==> src/rtl/ahb_arb_pkg.sv <==
// Shared types and helpers for the AHB requester arbiter.
//   arb_state_t : arbiter FSM states (idle/arbitrating vs. grant locked)
//   RD / WR     : command direction encodings on *_rd0_wr1
//   next_rr()   : round-robin winner search over up to RR_MAX_REQ requesters
package ahb_arb_pkg;

  typedef enum logic {
    ARB_IDLE = 1'b0,
    ARB_HOLD = 1'b1
  } arb_state_t;

  localparam logic RD = 1'b0;
  localparam logic WR = 1'b1;

  localparam int unsigned RR_MAX_REQ = 8;

  // Search starts one above ptr and wraps at n; the first set bit wins.
  // Callers must check that req_vec is non-zero before using the result.
  function automatic logic [2:0] next_rr(input logic [2:0]  ptr,
                                         input logic [7:0]  req_vec,
                                         input int unsigned n = RR_MAX_REQ);
    logic [2:0]  win;
    logic        found;
    int unsigned idx;
    win   = '0;
    found = 1'b0;
    for (int unsigned i = 1; i <= RR_MAX_REQ; i++) begin
      if (i <= n) begin
        idx = 32'(ptr) + i;
        if (idx >= n) idx = idx - n;
        if (!found && req_vec[3'(idx)]) begin
          win   = 3'(idx);
          found = 1'b1;
        end
      end
    end
    return win;
  endfunction

endpackage

==> src/rtl/ahb_arb_id_fifo.sv <==
// In-order FIFO of requester IDs for outstanding reads.
//   i_clk/i_rst : clock, async active-high reset (empties the FIFO)
//   i_push/i_id : enqueue an ID (ignored when full and not popping)
//   i_pop       : dequeue the head (ignored when empty)
//   o_head      : current head ID
//   o_count     : number of stored IDs (0..DEPTH)
//   o_full/o_empty : status flags
module ahb_arb_id_fifo #(
  parameter int unsigned DEPTH = 4,
  parameter int unsigned ID_W  = 2
) (
  input  logic                   i_clk,
  input  logic                   i_rst,
  input  logic                   i_push,
  input  logic [ID_W-1:0]        i_id,
  input  logic                   i_pop,
  output logic [ID_W-1:0]        o_head,
  output logic [$clog2(DEPTH):0] o_count,
  output logic                   o_full,
  output logic                   o_empty
);
  import ahb_arb_pkg::*;

  localparam int unsigned PTR_W = $clog2(DEPTH);
  localparam int unsigned CNT_W = PTR_W + 1;

  logic [ID_W-1:0]  mem_q [DEPTH];
  logic [PTR_W-1:0] wr_ptr_q, rd_ptr_q;
  logic [CNT_W-1:0] count_q;
  logic             do_push, do_pop;

  assign o_empty = (count_q == '0);
  assign o_full  = (count_q == CNT_W'(DEPTH));
  assign o_count = count_q;
  assign o_head  = mem_q[rd_ptr_q];

  assign do_pop  = i_pop && !o_empty;
  assign do_push = i_push && (!o_full || do_pop);

  always_ff @(posedge i_clk or posedge i_rst) begin
    if (i_rst) begin
      wr_ptr_q <= '0;
      rd_ptr_q <= '0;
      count_q  <= '0;
    end else begin
      if (do_push) wr_ptr_q <= wr_ptr_q + PTR_W'(1);
      if (do_pop)  rd_ptr_q <= rd_ptr_q + PTR_W'(1);
      case ({do_push, do_pop})
        2'b10:   count_q <= count_q + CNT_W'(1);
        2'b01:   count_q <= count_q - CNT_W'(1);
        default: count_q <= count_q;
      endcase
    end
  end

  always_ff @(posedge i_clk) begin
    if (do_push) mem_q[wr_ptr_q] <= i_id;
  end

endmodule

==> src/rtl/ahb_req_arbiter.sv <==
// Round-robin arbiter sharing one AHB master command port among NUM_REQ
// requesters, with in-order steering of read data back to the issuer.
//   i_clk_ahb/i_rst_ahb : clock, async active-high reset
//   i_req_*             : per-requester flattened command (valid/dir/addr/wdata)
//   o_req_ready         : one-hot accept pulse to the winner
//   o_req_rd_valid/o_req_rd_data : one-hot read return, broadcast data
//   o_m_*/i_m_ready     : command valid/ready to the AHB master
//   i_m_rd_valid/i_m_rd_data : in-order read responses from the master
//   o_grant_id          : requester currently driving the master port
//   o_busy              : grant locked or reads outstanding
//   o_rsp_err           : pulse on a read response with nothing outstanding
module ahb_req_arbiter #(
  parameter int unsigned NUM_REQ    = 4,
  parameter int unsigned DATA_WIDTH = 32,
  parameter int unsigned ADDR_WIDTH = 32,
  parameter int unsigned MAX_OUTST  = 4
) (
  input  logic                            i_clk_ahb,
  input  logic                            i_rst_ahb,
  input  logic [NUM_REQ-1:0]              i_req_valid,
  input  logic [NUM_REQ-1:0]              i_req_rd0_wr1,
  input  logic [NUM_REQ*ADDR_WIDTH-1:0]   i_req_addr,
  input  logic [NUM_REQ*DATA_WIDTH-1:0]   i_req_wr_data,
  output logic [NUM_REQ-1:0]              o_req_ready,
  output logic [NUM_REQ-1:0]              o_req_rd_valid,
  output logic [DATA_WIDTH-1:0]           o_req_rd_data,
  output logic                            o_m_valid,
  output logic                            o_m_rd0_wr1,
  output logic [ADDR_WIDTH-1:0]           o_m_addr,
  output logic [DATA_WIDTH-1:0]           o_m_wr_data,
  input  logic                            i_m_ready,
  input  logic [DATA_WIDTH-1:0]           i_m_rd_data,
  input  logic                            i_m_rd_valid,
  output logic [$clog2(NUM_REQ)-1:0]      o_grant_id,
  output logic                            o_busy,
  output logic                            o_rsp_err
);
  import ahb_arb_pkg::*;

  localparam int unsigned ID_W  = $clog2(NUM_REQ);
  localparam int unsigned CNT_W = $clog2(MAX_OUTST) + 1;

  arb_state_t       state_q, state_d;
  logic [ID_W-1:0]  rr_ptr_q, rr_ptr_d;
  logic [ID_W-1:0]  grant_q, grant_d;

  logic [NUM_REQ-1:0] elig;
  logic [7:0]         elig_ext;
  logic [ID_W-1:0]    arb_win, sel;
  logic               hold, m_valid, accept, push, pop;

  logic [ID_W-1:0]    fifo_head;
  logic [CNT_W-1:0]   fifo_count;
  logic               fifo_full, fifo_empty;

  ahb_arb_id_fifo #(
    .DEPTH (MAX_OUTST),
    .ID_W  (ID_W)
  ) u_id_fifo (
    .i_clk   (i_clk_ahb),
    .i_rst   (i_rst_ahb),
    .i_push  (push),
    .i_id    (sel),
    .i_pop   (pop),
    .o_head  (fifo_head),
    .o_count (fifo_count),
    .o_full  (fifo_full),
    .o_empty (fifo_empty)
  );

  // Command path. Outputs are also gated by reset so they read 0 while the
  // reset is held, even with requesters still asserting valid.
  always_comb begin
    elig     = i_req_valid & (i_req_rd0_wr1 | {NUM_REQ{~fifo_full}});
    elig_ext = '0;
    elig_ext[NUM_REQ-1:0] = elig;
    arb_win  = ID_W'(next_rr(3'(rr_ptr_q), elig_ext, NUM_REQ));
    hold     = (state_q == ARB_HOLD);
    sel      = hold ? grant_q : arb_win;
    m_valid  = !i_rst_ahb && (hold || (|elig));
    accept   = m_valid && i_m_ready;

    state_d     = state_q;
    rr_ptr_d    = rr_ptr_q;
    grant_d     = grant_q;
    push        = 1'b0;
    o_req_ready = '0;

    if (accept) begin
      o_req_ready[sel] = 1'b1;
      rr_ptr_d         = sel;
      push             = (i_req_rd0_wr1[sel] == RD);
      state_d          = ARB_IDLE;
    end else if (m_valid) begin
      grant_d = sel;
      state_d = ARB_HOLD;
    end

    o_m_valid   = m_valid;
    o_grant_id  = m_valid ? sel : '0;
    o_m_rd0_wr1 = m_valid ? i_req_rd0_wr1[sel] : 1'b0;
    o_m_addr    = m_valid ? i_req_addr[32'(sel)*ADDR_WIDTH +: ADDR_WIDTH] : '0;
    o_m_wr_data = m_valid ? i_req_wr_data[32'(sel)*DATA_WIDTH +: DATA_WIDTH] : '0;
  end

  // Read return path: emptiness is the registered count, so a response in
  // the same cycle as the first push is still flagged as an error.
  always_comb begin
    pop            = !i_rst_ahb && i_m_rd_valid && !fifo_empty;
    o_rsp_err      = !i_rst_ahb && i_m_rd_valid && fifo_empty;
    o_req_rd_valid = '0;
    o_req_rd_valid[fifo_head] = pop;
    o_req_rd_data  = pop ? i_m_rd_data : '0;
  end

  assign o_busy = (state_q == ARB_HOLD) || (fifo_count != '0);

  always_ff @(posedge i_clk_ahb or posedge i_rst_ahb) begin
    if (i_rst_ahb) begin
      state_q  <= ARB_IDLE;
      rr_ptr_q <= ID_W'(NUM_REQ - 1);
      grant_q  <= '0;
    end else begin
      state_q  <= state_d;
      rr_ptr_q <= rr_ptr_d;
      grant_q  <= grant_d;
    end
  end

endmodule

==> config.mk <==
export PLATFORM = sky130hd
export DESIGN_NAME = ahb_req_arbiter
export DESIGN_NICKNAME = d
export VERILOG_FILES = /design/src/rtl/ahb_arb_pkg.sv /design/src/rtl/ahb_arb_id_fifo.sv /design/src/rtl/ahb_req_arbiter.sv
export SDC_FILE = /design/constraint.sdc
export NUM_CORES = 1
export LEC_CHECK = 0
export ABC_CLOCK_PERIOD_IN_PS = 4400
export BUFFER_PORTS_ARGS = -buffer_cell sky130_fd_sc_hd__buf_2
export CAP_MARGIN = 30
export CORE_AREA = 2 2 161 163
export DETAILED_ROUTE_END_ITERATION = 6
export DIE_AREA = 0 0 163 165
export PLACE_DENSITY = 0.48
export SYNTH_ARGS = -nofsm -noshare
export SYNTH_HDL_FRONTEND = slang
export SYNTH_HIERARCHICAL = 1
export SYNTH_SLANG_ARGS = --single-unit
==> constraint.sdc <==
create_clock -name i_clk_ahb -period 4.4 [get_ports i_clk_ahb]
set_input_delay 0.88 -clock i_clk_ahb [delete_from_list [all_inputs] [get_ports i_clk_ahb]]
set_output_delay 0.88 -clock i_clk_ahb [all_outputs]
set_load 0.005 [all_outputs]
---- Word level (Yosys, flattened, before mapping) ----
Memory sizes are Yosys's and may differ from the RTL's.
Cells that the tools add are included.
operators by class
  add/sub/neg operators ................... 12
  reductions and logical operators ........ 27
  bitwise logic cells ..................... 6
  shift-type cells ........................ 2
  order comparisons ....................... 12
  muxes and demuxes ....................... 38
  equality and inequality tests ........... 3
operators with widths
  kind                                                                   number
  128-bit by 8-bit indexed part select with 32-bit output                2
  32-bit 2-to-1 mux                                                      3
  3-bit by 4-bit < comparator with 1-bit output, second input constant   4
  1-bit 2-to-1 mux                                                       16
  1-bit binary-select mux with 3-bit select                              4
  1-bit logical AND                                                      12
  2-bit 2-to-1 mux                                                       6
  3-bit 2-to-1 mux                                                       4
  3-bit subtractor, second input constant                                4
  3-bit >= comparator, second input constant                             3
  4-bit bitwise AND                                                      2
  2-bit by 2-bit adder with 3-bit output, second input constant          2
  1-bit zero test                                                        6
  2-bit by 3-bit < comparator with 1-bit output, second input constant   2
  3-bit one-hot mux with 2 select lines                                  1
  2-bit by 1-bit adder with 2-bit output, second input constant          2
  2-bit by 3-bit adder with 4-bit output, second input constant          1
  1-bit demux with 2-bit select                                          2
  2-bit by 1-bit >= comparator with 1-bit output, second input constant  2
  4-bit by 3-bit >= comparator with 1-bit output, second input constant  1
  4-bit 2-to-1 mux                                                       1
  4-bit bitwise OR                                                       1
  2-bit nonzero test                                                     2
  4-bit OR reduction                                                     1
  other kinds (12)                                                       16
word-level totals
  RAM bits ................................ 8
  flip-flop bits (word level) ............. 12
  output and inout port bits .............. 110
  memories ................................ 1
memories
  name             words  bits a word  rd ports  clocked after Yosys merged registers in  write ports  line                   RTL
  u_id_fifo.mem_q  4      2            1         0                                        1            ahb_arb_id_fifo.sv:27  logic [ID_W-1:0] mem_q [DEPTH];

---- Logic depth before layout (Yosys ltp) ----
  depth after elaboration ................. 24
  gate-level depth with buffers ........... 17
  depth with buffers taken out ............ 14

---- By module ----
Netlist, hierarchy kept.
by module, submodules not included
  module           area each (sq um)  cells each  times used
  ahb_req_arbiter  3215.6             352         1
  ahb_arb_id_fifo  812.0              61          1

---- Worst setup path after synthesis ----
Ideal clock, no wire load.
  path type ............................... reg-to-reg
  start point ............................. register rr_ptr_q[0]
  end point ............................... register u_id_fifo.count_q[2], in the netlist u_id_fifo/o_count[2]
  stages on the path, launching flop included .. 18
  period minus slack after synthesis ...... 3.747 ns
  path buffers ............................ 3
  path slack .............................. 0.653 ns
  required time ........................... 4.321 ns
  data arrival time ....................... 3.668 ns
  library setup time ...................... 0.079 ns
  cell sequence ........................... dfstp_2 > buf_2 > inv_1 > ha_1 > buf_2 > mux2i_1 > a21oi_1 > a211o_1 > o211ai_1 > nand3_2 > mux2i_1 > nor2_1 > buf_2 > or2b_1 > fa_1 > nand2b_1 > o32ai_2 > xor2_1
between the ends
  cells in the longest elaborated chain, start to end .. 23
  elaborated cells between the ends (all ways) .. 47
  those cells by class .................... 8 x add/sub; 4 x order compare; 2 x eq/ne; 24 x mux; 1 x bitwise; 8 x reduce/logical
ends and longest elaborated chain
  item                                                                         line                    RTL
  from (decl)                                                                  ahb_req_arbiter.sv:44   logic [ID_W-1:0] rr_ptr_q, rr_ptr_d;
  from (signal assigned)                                                       ahb_req_arbiter.sv:121  rr_ptr_q <= ID_W'(NUM_REQ - 1);
  from (signal assigned)                                                       ahb_req_arbiter.sv:125  rr_ptr_q <= rr_ptr_d;
  2-bit by 1-bit adder with 3-bit output                                       ahb_arb_pkg.sv:29       idx = 32'(ptr) + i;
  3-bit subtractor or 3-bit >= comparator (tied branches)                      ahb_arb_pkg.sv:30       if (idx >= n) idx = idx - n;
  3-bit 2-to-1 mux                                                             ahb_arb_pkg.sv:30
  1-bit binary-select mux with 3-bit select                                    ahb_arb_pkg.sv:31       if (!found && req_vec[3'(idx)]) begin
  1-bit 2-to-1 mux (not written as such)                                       ahb_arb_pkg.sv:31
  1-bit 2-to-1 mux                                                             ahb_arb_pkg.sv:31
  1-bit zero test                                                              ahb_arb_pkg.sv:31
  1-bit logical AND                                                            ahb_arb_pkg.sv:31
  (+8 left out)                                                                --
  via sel[0]                                                                   ahb_req_arbiter.sv:49   logic [ID_W-1:0] arb_win, sel;
  1-bit binary-select mux with 2-bit select (*)                                ahb_req_arbiter.sv:92   push = (i_req_rd0_wr1[sel] == RD);
  1-bit 2-to-1 mux (not written as such) (*)                                   ahb_req_arbiter.sv:92
  1-bit NOT (*)                                                                ahb_req_arbiter.sv:92
  1-bit 2-to-1 mux (*)                                                         ahb_req_arbiter.sv:89   if (accept) begin
  via push                                                                     ahb_req_arbiter.sv:50   logic hold, m_valid, accept, push, pop;
  1-bit logical AND (*)                                                        ahb_arb_id_fifo.sv:38   assign do_push = i_push && (!o_full || do_pop);
  2-bit by 1-bit == test with 1-bit output or 2-bit == test (tied branches)    ahb_arb_id_fifo.sv:48   case ({do_push, do_pop})
  3-bit one-hot mux with 2 select lines or 2-bit nonzero test (tied branches)  --
  to (signal assigned)                                                         ahb_arb_id_fifo.sv:49   2'b10: count_q <= count_q + CNT_W'(1);
  to (signal assigned)                                                         ahb_arb_id_fifo.sv:50   2'b01: count_q <= count_q - CNT_W'(1);
  to (signal assigned)                                                         ahb_arb_id_fifo.sv:51   default: count_q <= count_q;
  to (decl)                                                                    ahb_arb_id_fifo.sv:29   logic [CNT_W-1:0] count_q;
The timed path passes the listed nets; every way through them passes the cells marked *. The select of a mux whose other input is x is not followed.
A chain may end at the register's enable or synchronous reset.

---- Final worst setup path ----
  start point ............................. register rr_ptr_q[0]
  end point ............................... output o_m_wr_data[8]
between the ends
  cells in the longest elaborated chain, start to end .. 18
  elaborated cells between the ends (all ways) .. 40
  those cells by class .................... 8 x add/sub; 4 x order compare; 1 x shift; 21 x mux; 6 x reduce/logical
ends and longest elaborated chain
  item                                                         line                    RTL
  2-bit by 1-bit adder with 3-bit output                       ahb_arb_pkg.sv:29
  3-bit subtractor or 3-bit >= comparator (tied branches)      ahb_arb_pkg.sv:30
  3-bit 2-to-1 mux                                             ahb_arb_pkg.sv:30
  1-bit binary-select mux with 3-bit select                    ahb_arb_pkg.sv:31
  1-bit 2-to-1 mux (not written as such)                       ahb_arb_pkg.sv:31
  1-bit 2-to-1 mux                                             ahb_arb_pkg.sv:31
  1-bit zero test                                              ahb_arb_pkg.sv:31
  1-bit logical AND                                            ahb_arb_pkg.sv:31
  (+3 left out)                                                --
  1-bit 2-to-1 mux                                             ahb_arb_pkg.sv:31
  1-bit zero test                                              ahb_arb_pkg.sv:31
  1-bit logical AND                                            ahb_arb_pkg.sv:31
  2-bit 2-to-1 mux (*)                                         ahb_arb_pkg.sv:31
  2-bit 2-to-1 mux (*)                                         ahb_req_arbiter.sv:79   sel = hold ? grant_q : arb_win;
  via sel[0]                                                   ahb_req_arbiter.sv:49
  128-bit by 8-bit indexed part select with 32-bit output (*)  ahb_req_arbiter.sv:103  o_m_wr_data = m_valid ? i_req_wr_data[32'(sel)*DATA_WIDTH +: DATA_WIDTH] : '0;
  32-bit 2-to-1 mux (*)                                        ahb_req_arbiter.sv:103
  to (decl)                                                    ahb_req_arbiter.sv:30   output logic [DATA_WIDTH-1:0] o_m_wr_data,
Marked as above.

==> flow_summary.toml <==
[global_routing]
grtUsageMet2 = 0.215
grtUsageMet1 = 0.166
grt_util_met3 = 0.0203
grt_max_degree = 44
globalRouteOverflowTotal = 0
grt_use_total = 0.125
grt_pass1_wl_mm = 25.9
grt.busiest_layer = "met2"
antenna_found_initial = 3
grt_pass1_vias = 4489

[sta]
maxSlewViolCount = 0
hold_viol = 0
setup_violations = 0
fin_skew_ns = 0.00142
layout_min_cycle_time_ns = 4.19
final.setup.tns_ns = 0
slew_headroom = 0.611
fin_crit_sh = 0.952
rsz0062_at_grt = "no"
fmax_ghz = 0.239
fin_hold_ws_ns = 0.510
worstMarginPinSlew_ns = 0.584

[clock_network]
clock_sinks = 20
cts_buffers = 3
htree_levels = 1
cts_tree = "built"
clock_path_buffers = 2
clk_latency_ns = 0.25
path_clk_slew_ns = 0.06
cts_root_buf = "clkbuf_16"

[finish]
layout_commonest_cell = "buf_2"
nFillCells = 2763
ff_latch_area_um2 = 543
synthToLayoutAreaGrowth_pct = 61.9
fin_nets = 1116
fin_area_um2 = 6520
drive_above_1_share = 0.624
mostFrequentLayoutCells = "buf_2 (409), mux2i_1 (135), o22ai_2 (49)"
multiInputGateArea_um2 = 3150

[run_status]
outcome = "finished, final reports clean"

[drt]
ant_nets = 0
avgRoutedWirePerCell_um = 16.3
wl_mm = 18.6
drc_errors = 0
viasPerCell = 4.21
first_pass_iters = 4
drt_iter0_drc = 215
dr_total_vias = 4799

[place]
gp_congestion = 0.798
dpl.hpwl_mm = 16.0
placed_area_um2 = 6430
io_buffers = 409

[setup_path]
crit_fanout = 26
path_class = "reg -> out"
cp.arrival_ns = 3.31
cpMaxStageDelayCell = "dfstp_2"
crit_family = "compound AO/OA/AOI/OAI gates"
max_stage_delay_ns = 0.62
start_kind = "flip-flop"
cp.depth = 12
cp_cell_sequence = "inv_1 > ha_2 > mux2i_1 > a21oi_1 > a211o_1 > o211ai_1 > buf_4 > nand3_2 > nand2_4 > buf_12 > o22ai_2 > buf_2"
critical_path_buf_inv_count = 4
r2r_cells = 15
r2r_setup_slack_ns = 0.58
worstSetupEndpointType = "primary output"
worstPathRequired_ns = 3.52

[floorplan]
die-area_um2 = 26900
core_region_area_um2 = 25000
die_w_um = 163
ioPinCount = 410
num_rows = 58
start_util = 0.161
die_h_um = 165

[synth]
synth.area.top_cells = "mux2i_1 (34%), o22ai_2 (15%), and2_1 (6.2%), dfrtp_1 (6.2%), edfxtp_1 (6.0%)"
synth_warnings = 6
synth-edff-count = 8
synth-seq-cells = 20
async_reset_ff_frac = 0.600
synth_ff_type = "dfrtp_1"
syn_nets = 719
syn_avg_cell_area_um2 = 9.75
yosys.area.top_type_share = 0.336
synthDistinctLibCells = 62
ys_seq_area_frac = 0.135
synth_top_cell_by_area = "mux2i_1"
syn_area_um2 = 4030
synth_cells = 413

[power]
ir_drop_uv = 221
p_leak_nw = 3.33
power_mw = 3.24
power.density_nw_per_um2 = 497

[worst_hold_path]
whs_path_depth = 1
hold_path_class = "reg -> reg"

[run]
drv_cap = 0
## layout make-up
class / count / area share
Clock buffer: 3 / 0.0115
Tap cell: 330 / 0.0633
Timing Repair Buffer: 432 / 0.352
Antenna cell: 2 / 0.000768
Clock inverter: 1 / 0.000576
Multi-Input combinational cell: 343 / 0.483
Sequential cell: 20 / 0.0833
Inverter: 10 / 0.00576
## worst register-to-register path, stage by stage, from the launching register on
cell and delay, ns:
dfstp_2 0.62, inv_1 0.16, ha_2 0.43, mux2i_1 0.19, a21oi_1 0.08, a211o_1 0.28, o211ai_1 0.19, buf_4 0.17
nand3_2 0.13, mux2i_1 0.24, nor2_1 0.08, or2b_1 0.24, fa_1 0.38, nand2b_1 0.16, o32ai_2 0.22, xor2_1 0.17
## metrics by stage
step,setup WS (ns),util,instances
finish,0.211,0.260,1141
global placement,0.405,0.257,1134
CTS,0.103,0.260,1138
floorplan,0.653,-,413
global route,0.0262,0.260,1140
detailed placement,0.378,0.257,1134
## state kept, by name (all words and copies together), names as in the netlist
register / cells
grant_q: 2
hold: 1
rr_ptr_q: 2
u_id_fifo/mem_q: 8
u_id_fifo/o_count: 3
u_id_fifo/rd_ptr_q: 2
u_id_fifo/wr_ptr_q: 2
## logic make-up (layout without fill, tap and decap cells)
kind of cell | Yosys count | count (layout) | synth area share
adder cells (fa/ha/maj) | 6 | 6 | 0.0205
XOR/XNOR | 6 | 6 | 0.0130
buffers and inverters | 50 | 446 | 0.0910
multiplexers | 140 | 140 | 0.355
AO/OA/AOI/OAI | 98 | 98 | 0.244
other | 0 | 2 | 0
AND/OR/NAND/NOR | 93 | 93 | 0.142
flip-flops | 20 | 20 | 0.135
## power breakdown
group / internal, mW / leakage (nW) / switching (mW)
Combinational: 1.31 / 3.08 / 1.38
Sequential: 0.274 / 0.213 / 0.0885
Clock: 0.121 / 0.0385 / 0.0667
Total: 1.70 / 3.33 / 1.54
## cell usage after synthesis (3+ instances only)
cell and count:
a211oi_1 4, a21oi_1 5, a32oi_1 3, and2_1 40, and3_1 4, buf_2 14
buf_6 11, buf_8 6, clkbuf_1 6, dfrtp_1 10, edfxtp_1 8, ha_1 5
inv_1 10, mux2i_1 135, nand2_1 10, nand2b_1 5, nand3_1 3, nor2_1 8
nor2b_1 6, o211ai_1 3, o21ai_0 4, o22ai_1 15, o22ai_2 49, xnor2_1 3
xor2_1 3
## worst paths after layout
check                            start                    end
setup / recovery           rr_ptr_q[0]         o_m_wr_data[8]
hold / removal              grant_q[0]             grant_q[0]
setup reg to reg           rr_ptr_q[0]   u_id_fifo/o_count[2]
hold reg to reg             grant_q[0]             grant_q[0]
max in group asynchronous    i_rst_ahb  u_id_fifo/rd_ptr_q[1]
min in group asynchronous    i_rst_ahb             grant_q[0]
## repair_timing
item	in CTS	in global routing
hold endpoints to repair	0	0
hold buffers	0	0
resized for setup	0	1
setup endpoints to repair	0	23
buffers inserted	0	1
## routing by layer
metal  share of wire  up-vias  routed length, um
met3           0.079        6               1470
met4          0.0069        2                129
li1                -     2360                  -
met1            0.42     2177               7910
met5         0.00070        -                 13
met2            0.49      254               9120
(Power assumes the default switching activity.)
